### config.mk
export PLATFORM = sky130hd
export DESIGN_NAME = pipe_hazard_ctrl
export DESIGN_NICKNAME = d
export VERILOG_FILES = /design/src/rtl/pipe_hazard_ctrl_pkg.sv /design/src/rtl/pipe_hazard_fwd_sel.sv /design/src/rtl/pipe_hazard_ctrl.sv
export SDC_FILE = /design/constraint.sdc
export NUM_CORES = 1
export LEC_CHECK = 0
export BUFFER_PORTS_ARGS = -buffer_cell sky130_fd_sc_hd__buf_2
export CORE_MARGIN = 5
export CORE_UTILIZATION = 45
export CTS_CLUSTER_DIAMETER = 150
export DETAILED_ROUTE_END_ITERATION = 6
export PLACE_DENSITY = 0.79
export SYNTH_ARGS = -nofsm -noshare
export SYNTH_HDL_FRONTEND = slang
export SYNTH_HIERARCHICAL = 1
export SYNTH_SLANG_ARGS = --single-unit
### constraint.sdc
create_clock -name i_clk -period 3.3 [get_ports i_clk]
set_input_delay 0.495 -clock i_clk [delete_from_list [all_inputs] [get_ports i_clk]]
set_output_delay 0.495 -clock i_clk [all_outputs]
set_load 0.02 [all_outputs]
### src/rtl/pipe_hazard_ctrl_pkg.sv
// Shared definitions for the RV32I hazard/forwarding controller.
//   fwd_sel_e      : Execute-stage operand mux select encoding
//   RESULTSRC_LOAD : decode-stage ResultSrc value that marks a load
//   is_load()      : decodes a ResultSrc value into a load flag
package pipe_hazard_ctrl_pkg;

    typedef enum logic [1:0] {
        FWD_SEL_M  = 2'b00,  // ALU result held in Memory stage
        FWD_SEL_W  = 2'b01,  // ResultW from Writeback stage
        FWD_SEL_RF = 2'b10   // register-file read data (RD1E/RD2E)
    } fwd_sel_e;

    localparam logic [1:0] RESULTSRC_LOAD = 2'b01;

    function automatic logic is_load(input logic [1:0] result_src);
        return result_src == RESULTSRC_LOAD;
    endfunction

endpackage

### src/rtl/pipe_hazard_fwd_sel.sv
// Operand forwarding select for one Execute-stage source operand.
// Ports:
//   rs_i          : Execute-stage source register index
//   rd_m_i        : Memory-stage destination register index
//   reg_write_m_i : Memory-stage instruction writes rd
//   rd_w_i        : Writeback-stage destination register index
//   reg_write_w_i : Writeback-stage instruction writes rd
//   sel_o         : operand mux select (M beats W, otherwise register file)
module pipe_hazard_fwd_sel
    import pipe_hazard_ctrl_pkg::*;
#(
    parameter int REG_ADDR_W = 5
) (
    input  logic [REG_ADDR_W-1:0] rs_i,
    input  logic [REG_ADDR_W-1:0] rd_m_i,
    input  logic                  reg_write_m_i,
    input  logic [REG_ADDR_W-1:0] rd_w_i,
    input  logic                  reg_write_w_i,
    output fwd_sel_e              sel_o
);

    // x0 reads as zero, so it is never a forwarding target.
    logic rs_nonzero;
    assign rs_nonzero = (rs_i != '0);

    always_comb begin
        // NOTE: assigning the default first keeps every path driven, so no latch is inferred.
        sel_o = FWD_SEL_RF;
        // M is checked first: it holds the newer value when M and W both match.
        if (rs_nonzero && reg_write_m_i && (rs_i == rd_m_i)) begin
            sel_o = FWD_SEL_M;
        end else if (rs_nonzero && reg_write_w_i && (rs_i == rd_w_i)) begin
            sel_o = FWD_SEL_W;
        end
    end

endmodule

### src/rtl/pipe_hazard_ctrl.sv
// Hazard/forwarding controller for the 5-stage RV32I pipeline.
// Keeps shadow copies of the E/M/W destination-register state and derives the
// Execute-stage operand selects, load-use stalls and branch/jump flushes.
// Ports:
//   i_clk, i_rst            : clock, synchronous active-high reset
//   i_rs1D/i_rs2D/i_rdD     : decode-stage register indices
//   i_RegWriteD             : decode-stage instruction writes rd
//   i_ResultSrcD            : decode-stage result source (load = RESULTSRC_LOAD)
//   i_PCSrcE                : Execute-stage branch taken or jump
//   o_ForwardAE/o_ForwardBE : SrcA / SrcB operand selects
//   o_StallF/o_StallD       : hold PC and IF/ID on a load-use hazard
//   o_FlushD/o_FlushE       : clear IF/ID and ID/EX
//   o_perf_stall/flush      : saturating stall/flush cycle counters
// Configuration: define PIPE_HAZARD_PERF_EN to build the perf counters;
// otherwise both perf ports are tied to zero.
module pipe_hazard_ctrl
    import pipe_hazard_ctrl_pkg::*;
#(
    parameter int REG_ADDR_W = 5,
    parameter int PERF_CNT_W = 32
) (
    input  logic                  i_clk,
    input  logic                  i_rst,
    input  logic [REG_ADDR_W-1:0] i_rs1D,
    input  logic [REG_ADDR_W-1:0] i_rs2D,
    input  logic [REG_ADDR_W-1:0] i_rdD,
    input  logic                  i_RegWriteD,
    input  logic [1:0]            i_ResultSrcD,
    input  logic                  i_PCSrcE,
    output logic [1:0]            o_ForwardAE,
    output logic [1:0]            o_ForwardBE,
    output logic                  o_StallF,
    output logic                  o_StallD,
    output logic                  o_FlushD,
    output logic                  o_FlushE,
    output logic [PERF_CNT_W-1:0] o_perf_stall,
    output logic [PERF_CNT_W-1:0] o_perf_flush
);

    // Shadow pipeline state
    logic [REG_ADDR_W-1:0] rs1e_q, rs2e_q, rde_q, rdm_q, rdw_q;
    logic                  reg_write_e_q, reg_write_m_q, reg_write_w_q;
    logic                  is_load_e_q;

    logic     lw_stall;
    fwd_sel_e fwd_a, fwd_b;

    // A load in E cannot forward to the dependent instruction in D yet.
    assign lw_stall = is_load_e_q && reg_write_e_q && (rde_q != '0) &&
                      ((i_rs1D == rde_q) || (i_rs2D == rde_q));

    assign o_StallF = lw_stall;
    assign o_StallD = lw_stall;
    assign o_FlushD = i_PCSrcE;
    assign o_FlushE = lw_stall | i_PCSrcE;

    // NOTE: sequential state uses non-blocking assignments so every register samples pre-edge values.
    always_ff @(posedge i_clk) begin
        // NOTE: reset is synchronous; it drops any in-flight hazard on the next edge.
        if (i_rst || o_FlushE) begin
            // Bubble: a cleared RegWriteE means the slot never forwards or stalls.
            rs1e_q        <= '0;
            rs2e_q        <= '0;
            rde_q         <= '0;
            reg_write_e_q <= 1'b0;
            is_load_e_q   <= 1'b0;
        end else begin
            rs1e_q        <= i_rs1D;
            rs2e_q        <= i_rs2D;
            rde_q         <= i_rdD;
            reg_write_e_q <= i_RegWriteD;
            is_load_e_q   <= is_load(i_ResultSrcD);
        end

        if (i_rst) begin
            rdm_q         <= '0;
            reg_write_m_q <= 1'b0;
            rdw_q         <= '0;
            reg_write_w_q <= 1'b0;
        end else begin
            // No memory stalls: M and W always advance.
            rdm_q         <= rde_q;
            reg_write_m_q <= reg_write_e_q;
            rdw_q         <= rdm_q;
            reg_write_w_q <= reg_write_m_q;
        end
    end

    pipe_hazard_fwd_sel #(.REG_ADDR_W(REG_ADDR_W)) u_fwd_a (
        .rs_i          (rs1e_q),
        .rd_m_i        (rdm_q),
        .reg_write_m_i (reg_write_m_q),
        .rd_w_i        (rdw_q),
        .reg_write_w_i (reg_write_w_q),
        .sel_o         (fwd_a)
    );

    pipe_hazard_fwd_sel #(.REG_ADDR_W(REG_ADDR_W)) u_fwd_b (
        .rs_i          (rs2e_q),
        .rd_m_i        (rdm_q),
        .reg_write_m_i (reg_write_m_q),
        .rd_w_i        (rdw_q),
        .reg_write_w_i (reg_write_w_q),
        .sel_o         (fwd_b)
    );

    assign o_ForwardAE = fwd_a;
    assign o_ForwardBE = fwd_b;

`ifdef PIPE_HAZARD_PERF_EN
    logic [PERF_CNT_W-1:0] perf_stall_q, perf_flush_q;

    // Counters stop at all-ones instead of wrapping.
    always_ff @(posedge i_clk) begin
        if (i_rst) begin
            perf_stall_q <= '0;
            perf_flush_q <= '0;
        end else begin
            if (lw_stall && (perf_stall_q != '1)) begin
                perf_stall_q <= perf_stall_q + 1'b1;
            end
            if (i_PCSrcE && (perf_flush_q != '1)) begin
                perf_flush_q <= perf_flush_q + 1'b1;
            end
        end
    end

    assign o_perf_stall = perf_stall_q;
    assign o_perf_flush = perf_flush_q;
`else
    assign o_perf_stall = '0;
    assign o_perf_flush = '0;
`endif

endmodule

* After elaboration in Yosys (flattened, before gate mapping)
Index checks and enable logic that the tools add are counted.
** Operators by class
- Equal/unequal tests :: 7
- Multiplexer cells :: 4
- Reduce and logical (&&, ||, !) cells :: 16
- Bitwise logic cells :: 1
** Operator list (count)
- 5-bit == test :: 6
- 5-bit nonzero test :: 3
- 1-bit logical AND :: 11
- 2-bit two-way mux :: 4
- 2-bit by 1-bit == test with 1-bit output, second input constant :: 1
- 1-bit logical OR :: 2
- 1-bit OR :: 1
** Word-level totals
- Logic and storage cells :: 37
- Output and inout port bits :: 72
- Flip-flop bits (word level) :: 29

* Logic depth before layout (Yosys ltp)
Gate-level depths: netlist (run 1).
- Word-level depth :: 5
- Gate-level depth with buffers :: 5
- Depth with buffers taken out :: 4

* Hierarchy
Netlist (run 1), hierarchy kept.
** Modules (own cells, without submodules)
- pipe_hazard_ctrl :: cells each 167, times used 1, area each 1540.2 um2, seq. area each 580.6 um2
- pipe_hazard_fwd_sel :: cells each 18, times used 2, area each 150.1 um2, seq. area each 0.0 um2

* Least setup slack after synthesis (run 1)
Ideal clock, no wire load.
- Path type :: register -> output
- From :: reg rde_q[0]
- To :: out o_StallF
- Required time :: 2.805 ns
- Buffers on the path :: 2
- Path slack :: 1.288 ns
- Data arrival time :: 1.517 ns
- Stages on the path, launching flop included :: 6
- Path through :: dfxtp_1 or3_1 o311a_1 buf_6 and2_1 buf_4
** Between the ends
- Cells in the longest elaborated chain, start to end :: 3
** Ends and longest elaborated chain
- start: declaration :: RTL line pipe_hazard_ctrl.sv:41 : logic [REG_ADDR_W-1:0] rs1e_q, rs2e_q, rde_q, rdm_q, rdw_q;
- start signal: assignment :: RTL line pipe_hazard_ctrl.sv:70 : rde_q <= i_rdD;
- 5-bit == test / 5-bit nonzero test (equally long branches) :: RTL line pipe_hazard_ctrl.sv:50, pipe_hazard_ctrl.sv:49
- 1-bit logical OR / 1-bit logical AND (equally long branches) :: RTL line pipe_hazard_ctrl.sv:50, pipe_hazard_ctrl.sv:49
- 1-bit logical AND (*) :: RTL line pipe_hazard_ctrl.sv:49 : assign lw_stall = is_load_e_q && reg_write_e_q && (rde_q != '0) &&
- end: declaration :: RTL line pipe_hazard_ctrl.sv:32 : output logic o_StallF,
Every way passes the cells marked *; elsewhere a longest branch is shown, timed or not.

* Final worst setup path (run 1)
Same ends and word-level chain as after synthesis.

==> results of run 1 <==
==> sequential cells by signal, indices dropped and copies added (netlist names) <==
signal	count
reg_write_m_q	1
rde_q	5
rdw_q	5
is_load_e_q	1
rdm_q	5
reg_write_e_q	1
reg_write_w_q	1
rs2e_q	5
rs1e_q	5
==> cell type report <==
class,instances,area [µm²]
fill,393,2141
multi-input combinational,166,957.2
sequential,29,580.6
timing repair buffer,29,147.6
clock buffer,6,72.57
tap,50,62.56
clock inverter,2,10.01
==> stage by stage <==
| stage | hold slack, ns | std cells |
|---|---|---|
| global route | 0.4440 | 282 |
| global placement | 0.4751 | 274 |
| finish | 0.4281 | 282 |
| CTS | 0.4229 | 282 |
| floorplan | 0.4384 | 266 |
| detailed placement | 0.4680 | 274 |
==> power breakdown <==
group	switching [mW]	total, mW	internal (mW)
logic	0.104	0.142	0.0377
clock network	0.125	0.271	0.145
registers	0.0124	0.374	0.362
total	0.242	0.787	0.545
==> routing by layer <==
metal  track usage (%)  part of all wire, %  routed length [µm]
met1             12.60                   37                1119
met2             19.09                   50                1526
met3             4.730                   12                 376
met4             3.018                 0.69                  21
met5                 0                    0                   0
==> layout by cell type, fill, tap and decap left out, drive strengths merged, types with 2 or more instances in the layout <==
master	n
conb	64
dfxtp	29
buf	29
xnor2	22
nand2	18
a21oi	17
nor2b	14
xor2	8
clkbuf	6
nor2	5
nand4	4
nor4	4
nand3	2
clkinv	2
or4	2
==> final timing paths <==
kind              slack [ns]  cells after the start                  endpoint
setup / recovery        0.74                      4                  o_StallF
hold / removal          0.43                      3       rde_q[2]$_SDFF_PP0_
setup reg to reg        1.65                      3       rde_q[3]$_SDFF_PP0_
hold reg to reg         0.47                      1  reg_write_m_q$_SDFF_PP0_
==> tightest hold or removal path, stage by stage <==
cell and delay (ns):
buf_2 0.09, nand2_1 0.04, a21oi_1 0.03
==> cell families (layout without fill, tap and decap cells) <==
logic type             Yosys count  count (layout)  share of synthesized area, %
buffers and inverters           71              37                         29.30
AND/OR/NAND/NOR                 52              52                         16.38
XOR/XNOR                        30              30                         14.28
flip-flops                      29              29                         31.54
AO/OA/AOI/OAI                   20              20                         8.293
other                            1              64                        0.2037
==> flow_metrics.tcl, run 1 <==
set metrics [dict create \
    syn_area_per_cell_um2 9.067 \
    finalPower_mw 0.7867 \
    period_share_pct 77.57 \
    critical_path.top_delay_family "simple AND/OR/NAND/NOR gates" \
    synth_top_area_share_pct 31.54 \
    clockRootBuffer "clkbuf_8" \
    hpwl_mm 2.529 \
    syn-cell-area_mm2 0.001841 \
    p_leak_nw 0.8482 \
    syn-instance-count 203 \
    fp.dieW_um 73.96 \
    synth_edf_count 0 \
    die_area_mm2 0.005469 \
    grt_usage_pct 11.10 \
    setup_viol 0 \
    worst_pin_slew_ns 1.006 \
    hold_path_class "in -> reg" \
    drt_first_pass_iters 5 \
    vias_per_cell 4.128 \
    area_delta_synth_final_pct -0.5436 \
    crit_path_start_kind "flip-flop" \
    grt_pass1_vias 1056 \
    status "finished clean" \
    slew_violations 0 \
    hold_path_startpoint "i_rdD[2]" \
    routed_wl_mm 3.042 \
    async_flop_share_pct 0 \
    ant_nets 0 \
    critPathLaunch "rde_q[0]$_SDFF_PP0_" \
    slowest_stage "o311a_1" \
    core-area_mm2 0.003971 \
    start_util_pct 46.35 \
    drive_above_1_share_pct 22.84 \
    seq_area_frac_synth_pct 31.54 \
    arrival_ns 2.06 \
    cts_sinks 29 \
    synth.most_common_cell "buf_4" \
    skew_ns 0.004412 \
    cap_violations 0 \
    num-nets-final 252 \
    cp_num_buf_inv 1 \
    crit_fanout 19 \
    ioPinCount 93 \
    synthFlopType "dfxtp_1" \
    drtIter0Drc 19 \
    final_hold_viol_count 0 \
    yosys_warnings 6 \
    io_buffers 28 \
    relSlewSlack_pct 32.67 \
    worst_skew_pair.late_latency_ns 0.28 \
    grt_overflow 0 \
    cts_tree "yes" \
    post-route-util_pct 46.09 \
    die_h_um 73.96 \
    layout_setup_ws_ns 0.7402 \
    powerDensity_mw_per_mm2 429.7 \
    postPlaceCellArea_mm2 0.001748 \
    endpoint_kind "primary output" \
    synth_common_cells "buf_4 (66), dfxtp_1 (29), xnor2_1 (22)" \
    pre_cts_slack_ns 1.028 \
    drc 0 \
    numCtsBuffers 5 \
    finalCriticalPeriod_ns 2.560 \
    clock.fmax_ghz 0.3907 \
    antenna_cells 0 \
    clk_path_buf_depth 2 \
    routabilityCongestion 0.8728 \
    crit_required_ns 2.80 \
    row_count 23 \
    num_vias 1164 \
    grt_start_max_net_pins 20 \
    yosys-top-cells-area "dfxtp_1 (32%), buf_4 (27%), xnor2_1 (10%)" \
    setup-tns-final_ns 0 \
    cts-htree-levels 2 \
    post-cts-setup-buffers 0 \
    reg2reg_from "rde_q[0]$_SDFF_PP0_" \
    ctsHoldBuffers 0 \
    wire_per_inst_um 10.79 \
    slowest_delay_ns 0.59 \
    yosysTopAreaCell "dfxtp_1" \
    synth.distinct_cells 27 \
    clk_pin_slew_ns 0.06 \
    rsz0062_at_grt "false" \
    crit_type "reg -> out" \
    peakVddDrop_uv 329.3 \
    antenna_found_initial 0 \
    fin_area_mm2 0.001831 \
    grt_pass1_wl_mm 4.616 \
    synth_seq_cells 29 \
    path_cells "or3_1 > o311a_1 > and2_1 > buf_2" \
    post_cts_resized 0 \
]
Note: power is estimated with default switching activity, not from simulation.
==> inputs of run 2 (changes only) <==
- ABC_AREA: not set -> 1
- PLACE_DENSITY: 0.79 -> 0.76
- clock period: 3.3 -> 2.5 ns (I/O delays scaled with it)
==> run 2 against run 1 <==
Sequential power is 32% higher. Via count is 48% higher. Cell count is 57% higher. Sequential share of layout area is 4.9 points lower. Critical path type unchanged. Largest power group unchanged. Highest routed layer unchanged.
==> flow_metrics.tcl, run 2 <==
set metrics [dict create \
    hold_path_class "in -> reg" \
    top_layer "met4" \
    slowest_stage "dfxtp_1" \
    finalPower_mw 1.082 \
    seq_area_frac_synth_pct 27.10 \
    drive_above_1_share_pct 14.40 \
    wire_per_inst_um 8.199 \
    peakVddDrop_uv 351.6 \
    layout_commonest_cell "nand2_1" \
    skew_ns 0.001958 \
    area_delta_synth_final_pct 0.9344 \
    ioPinCount 93 \
    vias_per_cell 3.887 \
    yosysTopAreaCell "dfxtp_1" \
    drt_first_pass_iters 4 \
    clk_pin_slew_ns 0.06 \
    post-route-util_pct 46.39 \
    syn-instance-count 359 \
    syn_area_per_cell_um2 5.967 \
    rsz0062_at_grt "false" \
    wl_met3_um 353 \
    routed_wl_mm 3.632 \
    worst_skew_pair.late_latency_ns 0.27 \
    clk_path_buf_depth 2 \
    met2_length_mm 1.709 \
    mostFrequentLayoutCells "nand2_1 (107), conb_1 (64), nor2_1 (61)" \
    clkPwrFrac_pct 34.6 \
    p_sw_share_pct 30.98 \
    clock.fmax_ghz 0.5448 \
    ctsHoldBuffers 0 \
    grt_pass1_wl_mm 5.816 \
    grt_usage_pct 11.71 \
    fp.dieW_um 79.00 \
    async_flop_share_pct 0 \
    path_cells "inv_1 > nand2_1 > nand2_1 > nor2_1 > nand3_1 > nand2_1 > nand2_2 > inv_1 > buf_2" \
    row_count 25 \
    hold_path_startpoint "i_RegWriteD" \
    num-nets-final 410 \
    postPlaceCellArea_mm2 0.002076 \
    share_comb_of_total_power_pct 19.7 \
    status "finished clean" \
    period_share_pct 73.42 \
    reg2reg_from "rde_q[2]$_SDFF_PP0_" \
    arrival_ns 1.46 \
    drc 0 \
    syn-cell-area_mm2 0.002142 \
    start_util_pct 45.96 \
    crit_path_start_kind "flip-flop" \
    cap_violations 0 \
    grt_start_max_net_pins 18 \
    synthFlopType "dfxtp_1" \
    cts_tree "yes" \
    num_vias 1722 \
    clockRootBuffer "clkbuf_8" \
    met1_length_mm 1.476 \
    crit_fanout 4 \
    cts_sinks 29 \
    core-area_mm2 0.004661 \
    io_buffers 28 \
    antenna_cells 0 \
    setup_viol 0 \
    die_h_um 79.00 \
    critPathLaunch "rde_q[1]$_SDFF_PP0_" \
    endpoint_kind "primary output" \
    post-cts-setup-buffers 0 \
    crit_required_ns 2.12 \
    synth_seq_cells 29 \
    routabilityCongestion 0.8484 \
    setup-tns-final_ns 0 \
    synth.distinct_cells 17 \
    drtIter0Drc 107 \
    yosys-top-cells-area "dfxtp_1 (27%), buf_4 (23%), nand2_1 (19%)" \
    antenna_found_initial 0 \
    synth_common_cells "nand2_1 (107), buf_4 (66), nor2_1 (61)" \
    p_int_mw 0.7468 \
    grt_overflow 0 \
    hpwl_mm 3.039 \
    ant_nets 0 \
    fin_area_mm2 0.002162 \
    die_area_mm2 0.006240 \
    powerDensity_mw_per_mm2 500.4 \
    finalCriticalPeriod_ns 1.836 \
    synth.most_common_cell "nand2_1" \
    p_leak_nw 1.286 \
    cts-htree-levels 2 \
    numCtsBuffers 5 \
    post_cts_resized 0 \
    crit_type "reg -> out" \
    final_hold_viol_count 0 \
    p_sw_mw 0.3352 \
    worst_path_most_repeated_cell "nand2_1" \
    grt_pass1_vias 1434 \
    yosys_warnings 6 \
    synth_edf_count 0 \
    sequentialPowerShare_pct 45.7 \
    synth_top_area_share_pct 27.10 \
    slew_violations 0 \
    slowest_delay_ns 0.34 \
]
==> run 2: final cells by class <==
| class | count | area, µm² |
|---|---|---|
| Clock buffer | 7 | 86.33 |
| Fill cell | 509 | 2499 |
| Inverter | 72 | 270.3 |
| Multi-Input combinational cell | 253 | 1017 |
| Sequential cell | 29 | 580.6 |
| Tap cell | 54 | 67.56 |
| Timing Repair Buffer | 28 | 140.1 |
==> run 2: cells by family (layout without fill, tap and decap cells) <==
kind of cell | count (synthesis) | after routing | synth area share [%]
AND/OR/NAND/NOR | 187 | 187 | 35.46
buffers and inverters | 140 | 107 | 36.45
other | 1 | 64 | 0.1751
flip-flops | 29 | 29 | 27.10
XOR/XNOR | 2 | 2 | 0.8179
==> run 2: power by group through the flow <==
stage	clock, mW	sequential (mW)	combinational [mW]
6_report	0.374	0.494	0.214
4_1_cts	0.388	0.494	0.212
3_5_place_dp	0	0.504	0.211
3_3_place_gp	0	0.504	0.209
5_1_grt	0.412	0.497	0.242
2_1_floorplan	0	0.500	0.255
==> run 2: path summary, 6_finish.rpt <==
path                                            endpoint  slack, ns  cells after the start
worst max register to register      rs1e_q[1]$_SDFF_PP0_       1.15                      7
worst max-delay path                            o_StallF       0.66                      9
worst min-delay path            reg_write_e_q$_SDFF_PP0_       0.31                      3
worst min register to register  reg_write_m_q$_SDFF_PP0_       0.42                      2
==> run 2: metrics by stage <==
step           hold WS [ns]  instances  setup slack, ns
4_1_cts              0.2951        443           0.6518
2_1_floorplan        0.4036        422           0.9899
5_1_grt              0.3029        443           0.5117
3_5_place_dp         0.4147        436           0.8831
6_report             0.3094        443           0.6645
3_3_place_gp         0.4120        436           0.8986
==> run 2: critical path: cells and delay by family (launching register included) <==
family	cells	cell delay [ns]
buffers and inverters	3	0.32
flip-flops	1	0.34
AND/OR/NAND/NOR	6	0.55
==> run 2: layer usage <==
metal,vias up,track usage [%]
li1,945,-
met1,701,13.06
met2,67,19.78
met3,9,3.628
met4,0,6.357
met5,-,0
